**src/rtl/lut_eval_seq.sv**
```systemverilog
// lut_eval_seq: sequential truth-table evaluator.
//  - A live truth table of 2^N_IN bits maps each input vector to one result bit.
//    Row idx = in_vec selects table bit 2^N_IN-1-idx, so the table reads MSB-first
//    in row order.
//  - The table is reloadable through a serial, MSB-first port. Bits are gathered in
//    a shadow register and committed atomically once the final bit arrives.
//  - Results are queued in a 2-entry FIFO with valid/ready handshakes.
// Optional feature, enabled by defining LUT_EVAL_SEQ_PARITY_EN:
//   each load carries one trailing even-parity bit. A load whose parity does not
//   check keeps the old table and raises cfg_err.
module lut_eval_seq #(
   parameter int unsigned N_IN    = 3,
   parameter logic [63:0] TT_INIT = 64'h70
) (
   input  logic            clk,
   input  logic            rst_n,
   input  logic            cfg_start,
   input  logic            cfg_bit_valid,
   input  logic            cfg_bit,
   output logic            cfg_busy,
   output logic            cfg_done,
   output logic            cfg_err,
   input  logic            in_valid,
   output logic            in_ready,
   input  logic [N_IN-1:0] in_vec,
   output logic            out_valid,
   input  logic            out_ready,
   output logic            out_bit
);

   localparam int unsigned TT_W = 1 << N_IN;
`ifdef LUT_EVAL_SEQ_PARITY_EN
   localparam int unsigned LOAD_BITS = TT_W + 1;
`else
   localparam int unsigned LOAD_BITS = TT_W;
`endif
   localparam int unsigned    CNT_W    = $clog2(LOAD_BITS);
   localparam logic [CNT_W-1:0] LAST_IDX = CNT_W'(LOAD_BITS - 1);

   typedef enum logic {
      ST_RUN  = 1'b0,
      ST_LOAD = 1'b1
   } state_e;

   state_e            state_q, state_d;
   logic [CNT_W-1:0]  bit_cnt_q, bit_cnt_d;
   logic [TT_W-1:0]   shadow_q, shadow_d;
   logic [TT_W-1:0]   table_q, table_d;
   logic              done_q, done_d;
`ifdef LUT_EVAL_SEQ_PARITY_EN
   logic              err_q, err_d;
`endif

   logic [1:0]        mem_q, mem_d;
   logic              wr_q, wr_d;
   logic              rd_q, rd_d;
   logic [1:0]        cnt_q, cnt_d;

   logic [N_IN-1:0]   row;
   logic              lut_res;
   logic              push;
   logic              pop;
   logic              fifo_valid;

   // Serial-load FSM: next state, bit counter, shadow shift and table commit
   always_comb begin
      state_d   = state_q;
      bit_cnt_d = bit_cnt_q;
      shadow_d  = shadow_q;
      table_d   = table_q;
      done_d    = 1'b0;
`ifdef LUT_EVAL_SEQ_PARITY_EN
      err_d     = err_q;
`endif
      if (cfg_start) begin
         // Entering or restarting a load always begins from an empty shadow.
         state_d   = ST_LOAD;
         bit_cnt_d = '0;
         shadow_d  = '0;
`ifdef LUT_EVAL_SEQ_PARITY_EN
         err_d     = 1'b0;
`endif
      end else if ((state_q == ST_LOAD) && cfg_bit_valid) begin
         if (bit_cnt_q == LAST_IDX) begin
            state_d   = ST_RUN;
            bit_cnt_d = '0;
`ifdef LUT_EVAL_SEQ_PARITY_EN
            // Final bit is the parity bit; the shadow already holds the full table.
            if (((^shadow_q) ^ cfg_bit) == 1'b0) begin
               table_d = shadow_q;
               done_d  = 1'b1;
            end else begin
               err_d   = 1'b1;
            end
`else
            table_d = {shadow_q[TT_W-2:0], cfg_bit};
            done_d  = 1'b1;
`endif
         end else begin
            bit_cnt_d = bit_cnt_q + CNT_W'(1);
            shadow_d  = {shadow_q[TT_W-2:0], cfg_bit};
         end
      end
   end

   // Result FIFO: accept, evaluate against the live table, and dequeue
   always_comb begin
      fifo_valid = (cnt_q != 2'd0);
      in_ready   = (state_q == ST_RUN) && (cnt_q < 2'd2) && !cfg_start;
      push       = in_valid && in_ready;
      pop        = fifo_valid && out_ready;
      // Row idx lives at bit 2^N_IN-1-idx, which is the bitwise complement of idx.
      row        = ~in_vec;
      lut_res    = table_q[row];
      mem_d      = mem_q;
      if (push) begin
         mem_d[wr_q] = lut_res;
      end
      wr_d = wr_q ^ push;
      rd_d = rd_q ^ pop;
      case ({push, pop})
         2'b10:   cnt_d = cnt_q + 2'd1;
         2'b01:   cnt_d = cnt_q - 2'd1;
         default: cnt_d = cnt_q;
      endcase
   end

   // State, table and FIFO registers; reset restores the power-on table
   always_ff @(posedge clk or negedge rst_n) begin
      if (!rst_n) begin
         state_q   <= ST_RUN;
         bit_cnt_q <= '0;
         shadow_q  <= '0;
         table_q   <= TT_INIT[TT_W-1:0];
         done_q    <= 1'b0;
`ifdef LUT_EVAL_SEQ_PARITY_EN
         err_q     <= 1'b0;
`endif
         mem_q     <= '0;
         wr_q      <= 1'b0;
         rd_q      <= 1'b0;
         cnt_q     <= '0;
      end else begin
         state_q   <= state_d;
         bit_cnt_q <= bit_cnt_d;
         shadow_q  <= shadow_d;
         table_q   <= table_d;
         done_q    <= done_d;
`ifdef LUT_EVAL_SEQ_PARITY_EN
         err_q     <= err_d;
`endif
         mem_q     <= mem_d;
         wr_q      <= wr_d;
         rd_q      <= rd_d;
         cnt_q     <= cnt_d;
      end
   end

   assign cfg_busy  = (state_q == ST_LOAD);
   assign cfg_done  = done_q;
`ifdef LUT_EVAL_SEQ_PARITY_EN
   assign cfg_err   = err_q;
`else
   assign cfg_err   = 1'b0;
`endif
   assign out_valid = fifo_valid;
   // Gated so the output reads 0 whenever the queue is empty.
   assign out_bit   = fifo_valid & mem_q[rd_q];

endmodule

```
**config.mk**
```make
export PLATFORM = sky130hd
export DESIGN_NAME = lut_eval_seq
export DESIGN_NICKNAME = d
export VERILOG_FILES = /design/src/rtl/lut_eval_seq.sv
export SDC_FILE = /design/constraint.sdc
export NUM_CORES = 1
export LEC_CHECK = 0
export ABC_AREA = 1
export BUFFER_PORTS_ARGS = -buffer_cell sky130_fd_sc_hd__buf_2
export CAP_MARGIN = 10
export CORE_ASPECT_RATIO = 1.2
export CORE_MARGIN = 2
export CORE_UTILIZATION = 40
export DETAILED_ROUTE_END_ITERATION = 8
export PLACE_DENSITY_LB_ADDON = 0.3
export SETUP_SLACK_MARGIN = 0.02
export SLEW_MARGIN = 20
export SYNTH_ARGS = -nofsm -noshare
export SYNTH_HDL_FRONTEND = slang
export SYNTH_SLANG_ARGS = --single-unit
```
**constraint.sdc**
```tcl
create_clock -name clk -period 1.7 [get_ports clk]
set_input_delay 0.17 -clock clk [delete_from_list [all_inputs] [get_ports clk]]
set_output_delay 0.17 -clock clk [all_outputs]
set_load 0.03 [all_outputs]
```
[Yosys cells after proc, flatten, opt, wreduce, memory -nomap -nowiden]
Index checks and enable logic that the tools add are counted.
Word-level totals
  bits in registers: 26
  input port bits: 10
  logic and storage cells: 61
Cells by class
  add/subtract/negate cells: 3
  $lt $le $gt $ge: 5
  equal/unequal tests: 4
  mux-type cells: 20
  bitwise gates (word level): 6
  reductions and logical operators: 14
Operator list (number)
  7-bit 2-to-1 mux: 3
  1-bit 2-to-1 mux: 10
  3-bit 2-to-1 mux: 3
  2-bit nonzero test: 4
  1-bit logical AND: 6
  1-bit by 2-bit < comparator with 1-bit output, second input constant: 2
  3-bit by 4-bit < comparator with 1-bit output, second input constant: 1
  2-bit case mux with 2 select lines: 1
  2-bit AND reduction: 2
  3-bit by 1-bit adder with 3-bit output, second input constant: 1
  1-bit binary-select mux with 3-bit select: 1
  3-bit equality test, second input constant: 1
  3-bit NOT: 1
  3-bit AND reduction: 1
  2-bit by 1-bit adder with 2-bit output, second input constant: 1
  2-bit bitwise mux: 1
  2-bit by 1-bit equality test with 1-bit output, second input constant: 1
  2-bit equality test, second input constant: 1
  2-bit < comparator, second input constant: 1
  2-bit != test, second input constant: 1
  1-bit NOT: 2
  2-bit by 1-bit subtractor with 2-bit output, second input constant: 1
  1-bit bitwise XOR: 2
  1-bit AND: 1
  other kinds (3): 3

[Depth between registers and ports, before layout]
  depth after elaboration: 6
  gate-level depth with buffers: 8
  depth with buffers taken out: 8

[Least setup slack after synthesis]
Ideal clock, no wire load.
  path type: reg-to-reg
  start: reg state_q (netlist: cfg_busy)
  end: reg cnt_q[1]
  library setup time: 0.124 ns
  arrival: 2.114 ns
  required time: 1.576 ns
  slack: -0.538 ns
  cell stages (with the launch flop): 7
  cell sequence: dfrtp_1 nor3_1 nand2_1 ha_1 a21oi_1 o21ai_0 xnor2_1
Between the ends
  longest elaborated chain between the ends: 6
  elaborated cells between the ends (all ways): 8
  those cells by class: 2 x eq/ne; 1 x mux; 1 x bitwise; 4 x reduce/logical
Ends and longest elaborated chain
  start: declaration: RTL line 45  | state_e state_q, state_d;
  start signal: assignment: RTL line 144  | state_q <= state_d;
  1-bit NOT (*): RTL line 109  | in_ready = (state_q == ST_RUN) && (cnt_q < 2'd2) && !cfg_start;
  1-bit logical AND (*) (2 in a row): RTL line 109
  net in_ready: RTL line 24  | output logic in_ready,
  1-bit logical AND (*): RTL line 110  | push = in_valid && in_ready;
  2-bit by 1-bit equality test with 1-bit output or 2-bit equality test (tied branches): RTL line 121  | case ({push, pop})
  2-bit case mux with 2 select lines or 2-bit nonzero test (tied branches)
  end signal: assignment: RTL line 155  | cnt_q <= cnt_d;
  end: declaration: RTL line 57  | logic [1:0] cnt_q, cnt_d;
Mark *: on every way through the listed nets, which the timed path passes. The rest lies on a longest branch.
A chain may end at the register's enable or synchronous reset.

[Worst setup path after layout]
  start: reg cnt_q[1]
  end: reg cnt_q[1]
Between the ends
  longest elaborated chain between the ends: 6
  elaborated cells between the ends (all ways): 12
  those cells by class: 2 x add/sub; 1 x order compare; 2 x eq/ne; 1 x mux; 6 x reduce/logical
Ends and longest elaborated chain (RTL line)
  2-bit < comparator: 109
  1-bit logical AND (2 in a row): 109
  1-bit logical AND: 110
  2-bit by 1-bit equality test with 1-bit output or 2-bit equality test (tied branches): 121
  2-bit case mux with 2 select lines or 2-bit nonzero test (tied branches)
Several ways; a longest one is shown, not always the timed one.

==> impl_summary.txt <==
----------------------------------------------------
[Yosys]
  Synth Flop Type ... sky130_fd_sc_hd__dfrtp_1
  Cell taking the most area after synthesis ... sky130_fd_sc_hd__dfrtp_1
  Register area share after synthesis ... 52.2%
  Post-synthesis instance area ... about 1300 um2
  Async SR Flop Fraction ... 100%
  Count leader, synth ... sky130_fd_sc_hd__nand2_1
  Number of storage elements in the synthesis netlist ... 26
  Most common library cells after synthesis ... 26 x sky130_fd_sc_hd__nand2_1, 24 x sky130_fd_sc_hd__inv_1, 23 x sky130_fd_sc_hd__dfrtp_1, 10 x sky130_fd_sc_hd__nand3_1, 8 x sky130_fd_sc_hd__o21ai_2
  Cell types occupying the most area after synthesis ... sky130_fd_sc_hd__dfrtp_1 46%, sky130_fd_sc_hd__nand2_1 7.8%, sky130_fd_sc_hd__inv_1 7.2%
  Post-synth net total ... 153
  Unique cell type count in the Yosys netlist ... 24
  Number of synthesized flops with an enable pin ... 0
  Post-synth top area share ... 45.9%
  Total number of yosys warnings ... 0
  Gate Count Post-Synth ... between 100 and 150
  Synthesized area per cell ... 9.08 um2

[Worst setup path]
  Biggest fanout along the worst timing path ... 3
  Most Frequent Cell on Critical Path ... sky130_fd_sc_hd__inv_1
  Reg2Reg Depth ... 8
  Worst path arrival time ... 1.74 ns
  Register-to-register path setup slack ... 0.18 ns
  Kind of end point of the critical path ... flip-flop
  Endpoint required time on the critical path ... 1.91 ns
  R2r startpoint ... cnt_q[1]
  Worst path buffer plus inverter count ... 2
  Crit path max-delay cell type ... sky130_fd_sc_hd__dfrtp_2
  Critical path launch point type ... flip-flop
  Ordered cell list for the critical path ... nor2_1 -> inv_1 -> nand2_1 -> inv_1 -> ha_4 -> a21oi_1 -> o21ai_0 -> xnor2_1
  Number of cells on the critical path ... 8
  End of the worst register-to-register path ... cnt_q[1]
  Startpoint-to-endpoint class of the critical path ... reg -> reg
  Delay contributed by the slowest stage of the critical path ... about 0.46 ns
  Delay-heaviest family, CP ... flip-flops

[Timing]
  Number of max-slew violations in the final report ... 0
  Max Clock Freq ... about 660 MHz
  Hold violation count in the final report ... 0
  Worst slew pin tran ... 0.574 ns
  Crit path time final ... 1.52 ns
  Worst slew margin relative to its limit ... 61.8%
  Setup violation total in the final timing report ... 0
  RSZ-0062 raised after global routing ... false
  Setup TNS ... 0 ns
  Worst setup skew after layout ... between 0.01 and 0.015 ns
  Fraction of the cycle the final worst path needs ... 89.7%

[Placed design]
  Post-Place Cells ... 187
  Placement-stage cell area ... 1400 um2
  Final Wtd Congestion ... 0.723
  DP Wirelength ... between 1.5 and 2 mm
  Port Buffers ... 14

[Global route]
  Largest net degree at the start of global routing ... 27
  First-pass GRT wire length ... 3.88 mm
  Aggregate global routing overflow ... 0
  Number of antenna violations at the first check in global routing ... 0
  GRT Total Usage ... approximately 15%
  Vias in the first global route ... 969

[Floorplanning]
  Die Span X ... 55.1 um
  Core box area ... 3030 um2
  Total die area ... between 3000 and 4000 um2
  Die Y-Extent ... approximately 65 um
  Initial core utilization ... 41.4%
  Number of primary I/O pins ... 16
  Row Count ... 22

[Drt]
  DR DRC count ... 0
  Count of TritonRoute iterations in the first routing pass ... 4
  Antenna Violating Nets Remaining ... 0
  Via Count ... 900
  Iteration-0 DRC Markers ... 30
  Routed via count divided by cell count ... between 4 and 5
  WL per Instance ... 11.2 um
  Total length of routed wires ... 2.17 mm

[Power and ir drop]
  Leakage power of the design ... 0.719 nW
  Fraction of power spent switching nets ... 29.2%
  Peak VDD IR ... 477 uV
  Internal Power ... between 0.9 and 1 mW
  Comb pwr share ... 22.7%
  Part of the power in registers ... 54.2%
  PwrDens ... 904 nW/um2
  Overall power of the completed layout ... between 1 and 1.5 mW
  Reported net switching power ... slightly below 0.4 mW
  Share of power burned in the clock network ... ~23%

[Final layout]
  Non-Filler Instances ... between 150 and 200
  Fraction of layout instances using a drive strength above 1 ... a little under 30%
  # diodes ... 0
  Area grow syn2layout ... 16.3%
  Cell area after layout ... ~1500 um2
  Number of nets in the layout ... 174

[Worst hold path]
  Startpoint of the tightest hold check path ... out_ready
  End point of the most critical hold path ... rd_q
  Cell depth of the worst min-delay path ... 3
  Hold crit path type ... in -> reg

[Flow run]
  Maxcap violations ... 0

[Clock tree]
  Level count of the clock H-tree ... 1
  Number of clock sinks seen by CTS ... 26
  CTS Root Cell ... sky130_fd_sc_hd__clkbuf_4
  CTS tree ... yes
  Clock Path Buffers ... 2
  Inserted Clock Buffers ... 3
  CTS clk-pin slew, worst paths ... 0.14 ns
  Latest clock arrival within the worst-skew pair ... 0.32 ns

[Run status]
  Status ... finished, final reports clean

----------------------------------------------------
-- state kept, by name, indices dropped and copies added (netlist names) --
register	flops
table_q	8
bit_cnt_q	3
wr_q	1
mem_q	2
cfg_done	1
shadow_q	7
rd_q	1
cfg_busy	1
cnt_q	2
-- through the flow --
stage | hold slack, ns | setup WS [ns] | utilization [%]
detailed placement | 0.204 | 0.182 | 46.1
finish | 0.115 | 0.176 | 48.1
global placement | 0.193 | 0.254 | 46.1
CTS | 0.104 | 0.154 | 47.6
floorplan | -0.126 | 0.0501 | -
global route | 0.120 | 0.0161 | 48.1
-- logic make-up after synthesis --
group / count (synthesis) / synth area share (%)
other: 1 / 0.299
buffers and inverters: 30 / 9.88
and+or+nand+nor: 52 / 18.4
AOI/OAI and AO/OA: 21 / 12.2
xor gates and xnor gates: 3 / 2.10
adders and majority gates: 5 / 4.99
DFF: 26 / 52.2
-- layer usage --
layer	track usage [%]	share of wire, %	vias up
met5	0	0	-
met4	6.40	0.78	0
met3	2.05	1.9	2
met2	24.7	53	7
met1	17.9	45	421
li1	-	-	470
-- placed cells by master (no fill, tap or decap), types with 2 or more instances in the layout --
cell	instances
sky130_fd_sc_hd__o21ai_2	8
sky130_fd_sc_hd__buf_2	14
sky130_fd_sc_hd__nand3_1	10
sky130_fd_sc_hd__dfstp_2	3
sky130_fd_sc_hd__o21ai_1	2
sky130_fd_sc_hd__o21ai_0	2
sky130_fd_sc_hd__nor2_2	2
sky130_fd_sc_hd__a21oi_1	3
sky130_fd_sc_hd__nand2_2	4
sky130_fd_sc_hd__nor2_1	7
sky130_fd_sc_hd__o22ai_1	5
sky130_fd_sc_hd__nand2_1	26
sky130_fd_sc_hd__inv_1	24
sky130_fd_sc_hd__dfrtp_1	21
sky130_fd_sc_hd__inv_2	4
sky130_fd_sc_hd__buf_4	2
sky130_fd_sc_hd__xnor2_1	2
sky130_fd_sc_hd__dfrtp_2	2
sky130_fd_sc_hd__ha_1	4
sky130_fd_sc_hd__clkbuf_4	3
-- layout make-up --
type / instances / area [um2]
clock buffers: 4 / 36.3
fillers: 315 / 1570
inverters: 28 / 105
multi-input cells: 82 / 499
flip-flops and latches: 26 / 657
well taps: 36 / 45.0
repair buffers: 18 / 115
-- how the worst max path moves through the flow --
stage / startpoint / endpoint / slack, ns
3_5_place_dp: cnt_q[1] / cnt_q[1] / 0.18
2_1_floorplan: cfg_busy / cnt_q[1] / 0.05
3_3_place_gp: cnt_q[1] / cnt_q[1] / 0.25
5_1_grt: cnt_q[1] / cnt_q[1] / 0.02
6_report: cnt_q[1] / cnt_q[1] / 0.18
4_1_cts: cnt_q[1] / cnt_q[1] / 0.15
-- power by group through the flow --
stage | Clock (mW) | Combinational (mW) | Sequential [mW]
after CTS | 0.318 | 0.259 | 0.718
after detailed placement | 0 | 0.255 | 0.730
after global routing | 0.338 | 0.336 | 0.721
after global placement | 0 | 0.241 | 0.725
final | 0.305 | 0.299 | 0.714
after floorplan | 0 | 0.185 | 0.721
-- tightest hold or removal path: stages --
cell and delay (ns):
sky130_fd_sc_hd__buf_2 0.10, sky130_fd_sc_hd__nand2_1 0.08, sky130_fd_sc_hd__xor2_1 0.06
-- what timing repair did --
action / CTS / global route
setup buffers: 0 / 2
gates resized for setup: 0 / 1
endpoints found under the hold margin: 23 / 0
setup endpoints to repair: 0 / 1
hold buffers: 1 / 0
Power figures use the tool's default switching activity.
